## src/rtl/equiv_vector_sequencer_pkg.sv

```systemverilog
// Shared types and helpers for the gate-level equivalence vector sequencer.
package equiv_vector_sequencer_pkg;

    typedef enum logic [1:0] {
        ST_IDLE   = 2'd0,
        ST_DRIVE  = 2'd1,
        ST_SAMPLE = 2'd2,
        ST_DONE   = 2'd3
    } state_e;

    localparam int unsigned SETTLE_MIN = 32'd1;

    function automatic int unsigned vec_count(input int unsigned n_in);
        return 32'd1 << n_in;
    endfunction

endpackage

```

## src/rtl/equiv_settle_counter.sv

```systemverilog
// Loadable up/down counter with a terminal-value match flag.
module equiv_settle_counter #(
    parameter int unsigned W = 2
) (
    input  logic         clk,
    input  logic         rst,
    input  logic         load_i,
    input  logic [W-1:0] load_val_i,
    input  logic         en_i,
    input  logic         up_i,
    input  logic [W-1:0] term_val_i,
    output logic [W-1:0] count_o,
    output logic         term_o
);

    logic [W-1:0] count_q;

    // Count register: load has priority over counting.
    always_ff @(posedge clk or posedge rst) begin
        if (rst) begin
            count_q <= '0;
        end else if (load_i) begin
            count_q <= load_val_i;
        end else if (en_i) begin
            count_q <= up_i ? (count_q + W'(1)) : (count_q - W'(1));
        end else begin
            count_q <= count_q;
        end
    end

    assign count_o = count_q;
    assign term_o  = (count_q == term_val_i);

endmodule

```

## src/rtl/equiv_vector_sequencer.sv

```systemverilog
// Exhaustive stimulus sweep over two combinational netlists, comparing their
// outputs and reporting equivalence, first mismatching vector and mismatch count.
module equiv_vector_sequencer
    import equiv_vector_sequencer_pkg::*;
#(
    parameter int unsigned N_IN   = 2,
    parameter int unsigned N_OUT  = 2,
    parameter int unsigned SETTLE = 1
) (
    input  logic             clk,
    input  logic             rst,
    input  logic             start,
    input  logic             stop_on_first,
    output logic [N_IN-1:0]  vec,
    input  logic [N_OUT-1:0] out_a,
    input  logic [N_OUT-1:0] out_b,
    output logic             busy,
    output logic             done,
    output logic             equiv,
    output logic [N_IN-1:0]  mismatch_vec,
    output logic [N_IN:0]    mismatch_cnt
);

    if (SETTLE < SETTLE_MIN) begin : g_bad_settle
        $error("equiv_vector_sequencer: SETTLE must be at least 1");
    end

    localparam int unsigned NUM_VEC = vec_count(N_IN);
    localparam logic [N_IN-1:0] VEC_LAST = N_IN'(NUM_VEC - 1);
    localparam int unsigned CW = (SETTLE > 1) ? $clog2(SETTLE) : 1;
    localparam logic [CW-1:0] SETTLE_TERM = CW'(SETTLE - 1);

    state_e          state_q, state_d;
    logic [N_IN-1:0] vec_q, vec_d;
    logic [N_IN-1:0] mvec_q, mvec_d;
    logic [N_IN:0]   cnt_q, cnt_d;
    logic            busy_q, busy_d;
    logic            done_q, done_d;
    logic            equiv_q, equiv_d;
    logic            stop_q, stop_d;
    logic            mismatch_s;
    logic            cnt_load_s;
    logic            cnt_en_s;
    logic            settle_term_s;
    logic [CW-1:0]   settle_cnt_s;

    equiv_settle_counter #(.W(CW)) u_settle (
        .clk        (clk),
        .rst        (rst),
        .load_i     (cnt_load_s),
        .load_val_i ({CW{1'b0}}),
        .en_i       (cnt_en_s),
        .up_i       (1'b1),
        .term_val_i (SETTLE_TERM),
        .count_o    (settle_cnt_s),
        .term_o     (settle_term_s)
    );

    // Next-state and result update for the sweep controller.
    always_comb begin
        state_d    = state_q;
        vec_d      = vec_q;
        mvec_d     = mvec_q;
        cnt_d      = cnt_q;
        busy_d     = busy_q;
        done_d     = done_q;
        equiv_d    = equiv_q;
        stop_d     = stop_q;
        cnt_load_s = 1'b0;
        cnt_en_s   = 1'b0;
        mismatch_s = (out_a != out_b);
        case (state_q)
            ST_IDLE, ST_DONE: begin
                if (start) begin
                    vec_d      = '0;
                    mvec_d     = '0;
                    cnt_d      = '0;
                    busy_d     = 1'b1;
                    done_d     = 1'b0;
                    equiv_d    = 1'b0;
                    stop_d     = stop_on_first;
                    cnt_load_s = 1'b1;
                    state_d    = ST_DRIVE;
                end else begin
                    state_d = state_q;
                end
            end
            ST_DRIVE: begin
                cnt_en_s = 1'b1;
                if (settle_term_s) begin
                    state_d = ST_SAMPLE;
                end else begin
                    state_d = ST_DRIVE;
                end
            end
            ST_SAMPLE: begin
                if (mismatch_s) begin
                    cnt_d = cnt_q + (N_IN+1)'(1);
                    if (cnt_q == '0) begin
                        mvec_d = vec_q;
                    end else begin
                        mvec_d = mvec_q;
                    end
                end else begin
                    cnt_d = cnt_q;
                end
                // The last vector always ends the sweep, so vec never wraps.
                if ((vec_q == VEC_LAST) || (mismatch_s && stop_q)) begin
                    busy_d  = 1'b0;
                    done_d  = 1'b1;
                    equiv_d = (cnt_d == '0);
                    state_d = ST_DONE;
                end else begin
                    vec_d      = vec_q + N_IN'(1);
                    cnt_load_s = 1'b1;
                    state_d    = ST_DRIVE;
                end
            end
            default: begin
                state_d = ST_IDLE;
            end
        endcase
    end

    // State and registered-output update.
    always_ff @(posedge clk or posedge rst) begin
        if (rst) begin
            state_q <= ST_IDLE;
            vec_q   <= '0;
            mvec_q  <= '0;
            cnt_q   <= '0;
            busy_q  <= 1'b0;
            done_q  <= 1'b0;
            equiv_q <= 1'b0;
            stop_q  <= 1'b0;
        end else begin
            state_q <= state_d;
            vec_q   <= vec_d;
            mvec_q  <= mvec_d;
            cnt_q   <= cnt_d;
            busy_q  <= busy_d;
            done_q  <= done_d;
            equiv_q <= equiv_d;
            stop_q  <= stop_d;
        end
    end

    assign vec          = vec_q;
    assign busy         = busy_q;
    assign done         = done_q;
    assign equiv        = equiv_q;
    assign mismatch_vec = mvec_q;
    assign mismatch_cnt = cnt_q;

endmodule

```

## config.mk

```make
export PLATFORM = sky130hd
export DESIGN_NAME = equiv_vector_sequencer
export DESIGN_NICKNAME = d
export VERILOG_FILES = /design/src/rtl/equiv_vector_sequencer_pkg.sv /design/src/rtl/equiv_settle_counter.sv /design/src/rtl/equiv_vector_sequencer.sv
export SDC_FILE = /design/constraint.sdc
export NUM_CORES = 1
export LEC_CHECK = 0
export ABC_CLOCK_PERIOD_IN_PS = 1850
export CORE_MARGIN = 3
export CORE_UTILIZATION = 40
export DETAILED_ROUTE_END_ITERATION = 8
export PLACE_DENSITY = 0.72
export SLEW_MARGIN = 20
export SYNTH_ARGS = -nofsm -noshare
export SYNTH_HDL_FRONTEND = slang
export SYNTH_HIERARCHICAL = 1
export SYNTH_SLANG_ARGS = --single-unit
```

## constraint.sdc

```tcl
create_clock -name clk -period 1.85 [get_ports clk]
set_clock_uncertainty 0.1 [all_clocks]
set_input_delay 0.37 -clock clk [delete_from_list [all_inputs] [get_ports clk]]
set_output_delay 0.37 -clock clk [all_outputs]
set_load 0.005 [all_outputs]
```

==> flow_summary.toml <==
[setup_path]
crit_path_end_kind = "flop"
cp-start-kind = "flop"
crit_family = "compound AO/OA/AOI/OAI gates"
cp.depth = 6
rr_worst_depth = 6
timing.rr.start = "mismatch_cnt[0]$_DFFE_PP0P_"
r2r_end = "equiv$_DFFE_PP0P_"
cp_max_fo = 4
required_ns = 1.96
endpoint = "equiv$_DFFE_PP0P_"
crit_type = "flop to flop"
crit_path_max_incr_delay_ns = 0.47
startpoint = "mismatch_cnt[0]$_DFFE_PP0P_"
worstPathCellList = "inv_4 -> ha_4 -> a2111o_1 -> a22oi_2 -> mux2i_1 -> o211ai_2"
crit_buf_inv = 1
critPathSlowestCell = "dfrtp_2"
r2r_setup_slack_ns = 0.06
critical_path_arrival_ns = 1.90

[global_route]
track_usage_pct = 18.2
grt_max_degree = 15
grt_pass1_vias = 874
grt_overflow = 0
antenna_found_initial = 0
grt_pass1_wl_mm = 3.90

[sta]
rsz0062_at_grt = "true"
timing.final.crit_share_pct = 96.8
drv_slew = 0
fmax_mhz = 558
fin_setup_tns_ns = 0
period_needed_ns = 1.79
finalSetupViolations = 0
slew_headroom_pct = 63.1
hold_viol_final = 0
worst_slew_pin_slew_ns = 0.553

[clocking]
cts_hold_buffers = 0
numCtsBuffers = 3
clkSlewWorstSetupHoldPaths_ns = 0.09
cts_buffer_depth = 2
cts_root_buf = "clkbuf_4"
cts_tree = "yes"
cts.sinks = 14
cts.htree.levels = 1
clk_latency_ns = 0.28

[yosys]
avgSynthCellArea_um2 = 9.06
synth_cells = 104
yosys_warnings = 6
netlist_area_um2 = 942

[place]
dp_hpwl_mm = 1.64
dp_cells = 156
place.gp.congestion = 0.769
io_buffers = 17
place_area_mm2 = 0.00120

[detailed_routing]
via_per_inst = 5.33
drc = 0
post_drt_wl_per_cell_um = 13.8
dr.first_iter.drc_count = 11
antenna_left = 0
vias = 863
firstDrtPassIters = 4
routed_wl_mm = 2.24

[final_layout]
drive_gt1_share_pct = 25.2
antennaDiodeCount = 0
fin_cells = 162
syn_to_final_growth_pct = 38.4
final_cell_area_mm2 = 0.00130
final_nets = 150

[die]
core_area_mm2 = 0.00210
initial_core_util_pct = 44.8
chipHeight_um = 54.5
num_rows = 16
die_w_um = 54.5
die_area_mm2 = 0.00297
io_pins = 18

[power_and_ir_drop]
p_int_w = 0.000934
p_seq_share_pct = 30.3
powerDensity_mw_per_mm2 = 1220
power_frac_comb_pct = 58.4
ir_worst_vdd_uv = 737
p_total_w = 0.00159
p_sw_share_pct = 41.2
switchingPower_w = 0.000655
p_clk_share_pct = 11.3
leakage_nw = 0.638

[hold_path]
holdCritPathClass = "input pin to async pin"

[run]
cap_violations = 0

[outcome]
status = "complete, no violations"
[placed cells by master (no fill, tap or decap), drive strengths merged, types with 3 or more instances in the layout]
cell	n
buf	15
dfrtp	14
clkdlybuf4s50	11
inv	11
o21ai	10
nand2	9
nand3	8
a21oi	7
dlymetal6s2s	5
ha	5
a22o	4
nor2	4
xnor2	4
and3	3
clkbuf	3
o211ai	3
[cell type report]
cell class	count	area, um^2
flip-flops and latches	14	354
inverters	11	43.8
clock buffers	3	22.5
repair buffers	31	285
fillers	183	798
multi-input cells	76	564
well taps	27	33.8
[how the worst min path moves through the flow]
stage | startpoint | depth (start not counted) | to | slack [ns]
floorplan | rst | 1 | u_settle/count_o$_DFFE_PP0P_ | -0.001
global placement | mismatch_vec[0]$_DFFE_PP0P_ | 1 | mismatch_vec[0]$_DFFE_PP0P_ | 0.41
detailed placement | mismatch_vec[0]$_DFFE_PP0P_ | 1 | mismatch_vec[0]$_DFFE_PP0P_ | 0.42
CTS | rst | 2 | u_settle/count_o$_DFFE_PP0P_ | 0.13
global route | rst | 2 | u_settle/count_o$_DFFE_PP0P_ | 0.13
finish | rst | 2 | u_settle/count_o$_DFFE_PP0P_ | 0.14
[routing by layer]
layer | up-vias | routed length [um] | GRT usage [%]
met5 | - | 0 | 0
met4 | 0 | 12 | 3.73
met3 | 2 | 152 | 6.54
met2 | 23 | 1080 | 29.3
met1 | 410 | 997 | 23.3
li1 | 428 | - | -
[sequential cells by signal, indices dropped and copies added (netlist names)]
| name | flops |
|---|---|
| vec | 2 |
| busy | 1 |
| u_settle/count_o | 1 |
| mismatch_vec | 2 |
| equiv | 1 |
| stop_q | 1 |
| done | 1 |
| mismatch_cnt | 3 |
| state_q | 2 |
[power by group through the flow]
stage,registers (W),logic (W),clock network [W]
final,0.000481,0.000928,0.000179
after global routing,0.000496,0.00104,0.000209
after floorplan,0.000459,0.000577,0
after global placement,0.000470,0.000831,0
after detailed placement,0.000475,0.000848,0
after CTS,0.000468,0.000858,0.000188
[through the flow]
step | worst slack, ns | hold WS [ns] | util [%]
floorplan | 0.107 | -0.00129 | -
global placement | -0.259 | 0.410 | 57.0
detailed placement | -0.273 | 0.416 | 57.0
CTS | 0.00499 | 0.127 | 58.1
global route | -0.0193 | 0.126 | 62.0
finish | 0.0594 | 0.140 | 62.0
[repair_timing]
item	in CTS	in global routing
setup endpoints to repair	0	7
gates resized for setup	0	19
hold endpoints to repair	0	0
buffers inserted	0	3
(Power assumes the default switching activity.)
